$ cat config.mk
export PLATFORM = sky130hd
export DESIGN_NAME = led_arbiter
export DESIGN_NICKNAME = d
export VERILOG_FILES = /design/src/rtl/led_arbiter.sv
export SDC_FILE = /design/constraint.sdc
export NUM_CORES = 1
export LEC_CHECK = 0
export CORE_ASPECT_RATIO = 1.2
export CORE_MARGIN = 2
export CORE_UTILIZATION = 30
export CTS_CLUSTER_SIZE = 28
export DETAILED_ROUTE_END_ITERATION = 16
export GPL_TIMING_DRIVEN = 0
export PLACE_DENSITY = 0.56
export REMOVE_ABC_BUFFERS = 1
export SLEW_MARGIN = 5
export SYNTH_ARGS = -nofsm -noshare
export SYNTH_HDL_FRONTEND = slang
export SYNTH_SLANG_ARGS = --single-unit
$ cat constraint.sdc
create_clock -name clk_50mhz -period 2.2 [get_ports clk_50mhz]
set_input_delay 0.44 -clock clk_50mhz [delete_from_list [all_inputs] [get_ports clk_50mhz]]
set_output_delay 0.44 -clock clk_50mhz [all_outputs]
set_load 0.01 [all_outputs]
$ cat src/rtl/led_arbiter.sv
// Round-robin arbiter handing a 4-LED bank to one of three requesters in tick-based time slices.
// Optional macro LED_ARB_PRIO_EN gives requester 0 priority in IDLE and lets it preempt owners 1/2 on a tick.
module led_arbiter #(
  parameter int CNT_MAX     = 24_999_999,
  parameter int SLICE_TICKS = 4
) (
  input  logic       clk_50mhz,
  input  logic       rst,
  input  logic [2:0] req,
  input  logic [3:0] pat0,
  input  logic [3:0] pat1,
  input  logic [3:0] pat2,
  output logic [2:0] gnt,
  output logic [3:0] leds,
  output logic       busy
);

  localparam int CW = (CNT_MAX > 0) ? $clog2(CNT_MAX + 1) : 1;
  localparam logic [CW-1:0] CNT_TERM   = CW'(CNT_MAX);
  localparam logic [7:0]    SLICE_LAST = 8'(SLICE_TICKS - 1);

  typedef enum logic [1:0] {IDLE, GRANT, GUARD} state_t;

  state_t        state, state_next;
  logic [CW-1:0] cnt;
  logic          tick;
  logic [1:0]    owner, owner_next;
  logic [1:0]    ptr, ptr_next;
  logic [7:0]    slice, slice_next;
  logic          guard_first, guard_first_next;
  logic [2:0]    gnt_next;
  logic [3:0]    leds_next;
  logic [3:0]    owner_pat;
  logic [1:0]    cand1, cand2, pick;
  logic          pick_valid;
  logic          others_req;
  logic          slice_end;
  logic          prio_preempt;

  assign tick       = (cnt == CNT_TERM);
  assign busy       = (state != IDLE);
  assign others_req = |(req & ~(3'b001 << owner));
  assign slice_end  = (slice == SLICE_LAST) && others_req;

`ifdef LED_ARB_PRIO_EN
  assign prio_preempt = (owner != 2'd0) && req[0];
`else
  assign prio_preempt = 1'b0;
`endif

  // Search order starts just after the last owner and wraps 2 -> 0.
  always_comb begin
    cand1      = (ptr == 2'd2) ? 2'd0 : ptr + 2'd1;
    cand2      = (cand1 == 2'd2) ? 2'd0 : cand1 + 2'd1;
    pick_valid = |req;
    if (req[cand1])      pick = cand1;
    else if (req[cand2]) pick = cand2;
    else                 pick = ptr;
`ifdef LED_ARB_PRIO_EN
    if (req[0]) pick = 2'd0;
`endif
  end

  always_comb begin
    case (owner)
      2'd0:    owner_pat = pat0;
      2'd1:    owner_pat = pat1;
      2'd2:    owner_pat = pat2;
      default: owner_pat = 4'b0000;
    endcase
  end

  always_comb begin
    state_next       = state;
    owner_next       = owner;
    ptr_next         = ptr;
    slice_next       = slice;
    guard_first_next = 1'b0;
    case (state)
      IDLE: begin
        if (pick_valid) begin
          state_next = GRANT;
          owner_next = pick;
          ptr_next   = pick;
          slice_next = 8'd0;
        end
      end
      GRANT: begin
        // Owner drop wins over slice expiry; both land in GUARD anyway.
        if (!req[owner]) begin
          state_next       = GUARD;
          guard_first_next = 1'b1;
        end else if (tick && (prio_preempt || slice_end)) begin
          state_next       = GUARD;
          guard_first_next = 1'b1;
        end else if (tick) begin
          slice_next = (slice == SLICE_LAST) ? 8'd0 : slice + 8'd1;
        end
      end
      GUARD: begin
        // A tick in the very first guard cycle is ignored so the gap spans a full tick period.
        if (tick && !guard_first) state_next = IDLE;
      end
      default: state_next = IDLE;
    endcase
  end

  assign gnt_next  = (state_next == GRANT) ? (3'b001 << owner_next) : 3'b000;
  assign leds_next = ((state == GRANT) && (state_next == GRANT)) ? owner_pat : 4'b0000;

  always_ff @(posedge clk_50mhz) begin
    if (rst) begin
      cnt         <= '0;
      state       <= IDLE;
      owner       <= 2'd0;
      ptr         <= 2'd2;
      slice       <= 8'd0;
      guard_first <= 1'b0;
      gnt         <= 3'b000;
      leds        <= 4'b0000;
    end else begin
      cnt         <= tick ? '0 : cnt + CW'(1);
      state       <= state_next;
      owner       <= owner_next;
      ptr         <= ptr_next;
      slice       <= slice_next;
      guard_first <= guard_first_next;
      gnt         <= gnt_next;
      leds        <= leds_next;
    end
  end

endmodule

==> metrics.md <==
| Metric | Value |
|---|---|
| Crit path max-delay family | simple AND/OR/NAND/NOR gates |
| Synth cell types | 48 |
| Slew Limit Fails | 0 |
| Nets | 308 |
| Critical-path cell list | clkdlybuf4s50_1 -> nand2b_1 -> nor2_1 -> a21boi_1 -> o211a_1 |
| GR Overflow Total | 0 |
| Footprint of the multi-input gates | 1290 sq um |
| Drt pass-1 iters | 4 |
| CTS clk-pin slew, worst paths | 0.08 ns |
| Worst-path fanout max | 11 |
| Hold wc startpoint | guard_first$_SDFF_PP0_ |
| Final Skew | 0.00410 ns |
| Max IR drop VDD | 0.000333 V |
| Num CTS Buffers | 5 |
| Number of port buffers | 24 |
| Syn Area/Cell | 8.55 sq um |
| Worst Setup End Kind | flip-flop |
| Number of global-route vias before repair | 1,864 |
| Crit-path max cell delay | 0.64 ns |
| Hold Crit Endpoint | state[1]$_SDFF_PP0_ |
| Placed insts | 373 |
| CTS tree | built |
| DRC | 0 |
| Final Hold Vio Count | 0 |
| Ant diodes | 0 |
| Antenna violations before repair | 0 |
| WP data required | 2.45 ns |
| RSZ-0062 raised after global routing | no |
| Max Clock Freq | 484 MHz |
| Clock Latency Late Sink | 0.30 ns |
| Clock Root Buffer | clkbuf_8 |
| Worst rel slew slack | 0.662 |
| Die Width | 84.1 um |
| RePlAce Congestion | 0.780 |
| Final setup violation count | 0 |
| Global-route usage over all layers | 0.120 |
| Placement Setup Slack | -0.729 ns |
| R2R setup slack | 0.18 ns |
| Clock sinks | 47 |
| Reg2Reg Launch Point | slice[0]$_SDFFE_PP0P_ |
| Drt via density | 5.07 |
| Commonest non-fill, non-tap cell in the layout | nor2_1 |
| Kind of start point of the critical path | input port |
| PwrDens | 684 nW/um^2 |
| CP arrival | 2.31 ns |
| Area Overhead vs Synth | 17.0% |
| Top Ports | 25 |
| Mapped Cells | 270 |
| Largest net degree at the start of global routing | 25 |
| Top FF cell, synth | dfxtp_1 |
| Sequential area share after synthesis | 0.407 |
| Crit Path Class | in2reg |
| First-pass GRT wire length | 8400 um |
| Hold Crit Depth | 2 |
| Post-synth EDFFs | 0 |
| CTS Buffer Depth | 2 |
| Post-synth ARST share | 0 |
| Full die area | 8420 sq um |
| Via count | 1,930 |
| Fillers | 789 |
| Final core occ | 0.357 |
| Fin crit period | 2.07 ns |
| Reg area | 941 sq um |
| Hold buffer count at CTS | 0 |
| Yosys warns | 0 |
| Setup ws final | 0.135 ns |
| Drt total wl | 5020 um |
| Routed len/inst | 13.2 um |
| H-tree depth | 2 |
| Hold WC Path Type | reg2reg |
| Chip height | 100 um |
| R2r worst-path depth | 6 |
| Most frequent cells in the layout | nor2_1 (52), dfxtp_1 (47), clkdlybuf4s50_1 (24) |
| Row count | 35 |
| Min Hold Slack | 0.472 ns |
| Proportion of layout cells with a drive suffix above 1 | 0.0692 |
| P_leak | 0.000922 uW |
| Max stage delay cell, worst path | clkdlybuf4s50_1 |
| Final ANT Viol Nets | 0 |
| HPWL after DPL | 3480 um |
| Final instance area | 2700 sq um |
| Initial core utilization | 0.305 |
| Crit share post-route | 0.939 |
| Synthesized flop and latch total | 47 |
| Status | complete, no violations |
| Post-route insts no fill | 381 |
| Capture point of the worst reg-to-reg path | gnt[1]$_SDFF_PP0_ |
| CP Buf/Inv Count | 1 |
| Measured slew at the worst slew-check pin | 0.504 ns |
| Post-Syn Area | 2310 sq um |
| Max cap viols | 0 |
| Core outline area | 7580 sq um |
| Initial DRC count | 47 |
| DP Area | 2580 sq um |
[worst max-delay path by stage]
| stage | startpoint | depth (start not counted) | end |
|---|---|---|---|
| after floorplan | slice[0]$_SDFFE_PP0P_ | 6 | slice[1]$_SDFFE_PP0P_ |
| after global routing | cnt[0]$_SDFF_PP0_ | 6 | slice[6]$_SDFFE_PP0P_ |
| after CTS | cnt[0]$_SDFF_PP0_ | 6 | slice[1]$_SDFFE_PP0P_ |
| final | rst | 5 | gnt[1]$_SDFF_PP0_ |
| after detailed placement | req[0] | 6 | slice[1]$_SDFFE_PP0P_ |
| after global placement | req[0] | 6 | slice[1]$_SDFFE_PP0P_ |
[flip-flops by register name (all words and copies together) (netlist names)]
register,flops
leds,4
slice,8
cnt,25
state,2
owner,2
ptr,2
guard_first,1
gnt,3
[tightest hold or removal path, cell delays in order (launching register included)]
cell and delay (ns):
dfxtp_1 0.31, o21ai_0 0.07, o21ai_0 0.06
[cell families after synthesis]
| kind of cell | count (synthesis) | synth area share |
|---|---|---|
| buf+inv | 20 | 0.0488 |
| mux | 5 | 0.0217 |
| xor+xnor | 23 | 0.0872 |
| flops | 47 | 0.407 |
| compound gates | 42 | 0.127 |
| fa+ha+maj | 2 | 0.0108 |
| simple gates | 131 | 0.297 |
[metal layers]
metal	part of all wire	wire, um	vias to the layer above	GRT usage
met5	0	0	-	0
met2	0.48	2390	30	0.205
met4	0.011	57	0	0.0434
met3	0.036	183	5	0.0354
li1	-	-	999	-
met1	0.48	2390	896	0.145
[per-stage QoR]
step                power [uW]  setup TNS, ns
floorplan                 1180              0
global placement          1320         -17.39
detailed placement        1320         -19.12
CTS                       1870              0
global route              1960              0
finish                    1850              0
[cell usage after synthesis (all sizes together), types with 2 or more instances]
master   n  area [sq um]
nor3     6          30.0
dfxtp   47           941
and3     4          25.0
xnor2   17           149
ha       2          25.0
a31oi    2          12.5
nor2b    4          25.0
buf     10          73.8
nand2b   2          12.5
o311ai   6          52.6
o31ai    4          30.0
nand2   17          63.8
nor2    52           195
or2      3          18.8
nand4    6          43.8
and4     2          17.5
o21ai    8          40.0
o211ai   3          22.5
xor2     6          52.6
nand3   15          90.1
a21oi    6          30.0
o21bai   2          15.0
mux2i    5          50.1
inv      7          26.3
nor4    10          77.6
nor4b    5          43.8
clkbuf   3          12.5
o211a    2          20.0
a211oi   2          15.0
[area by class of cell]
class | count | area share
clock buffers | 6 | 0.0306
clock inverters | 1 | 0.00185
inverters | 7 | 0.00973
multi-input cells | 204 | 0.478
flip-flops and latches | 47 | 0.348
well taps | 92 | 0.0426
repair buffers | 24 | 0.0889
[where the power goes]
| part | switching, uW | internal [uW] |
|---|---|---|
| logic | 190 | 171 |
| registers | 47.9 | 903 |
| clock network | 288 | 247 |
[what timing repair did]
| action | 4_1_cts | 5_1_grt |
|---|---|---|
| resized for setup | 5 | 4 |
| pin swaps | 0 | 2 |
| setup buffers | 0 | 0 |
| cloned | 0 | 1 |
| setup endpoints to repair | 42 | 40 |
(Power assumes the default switching activity.)
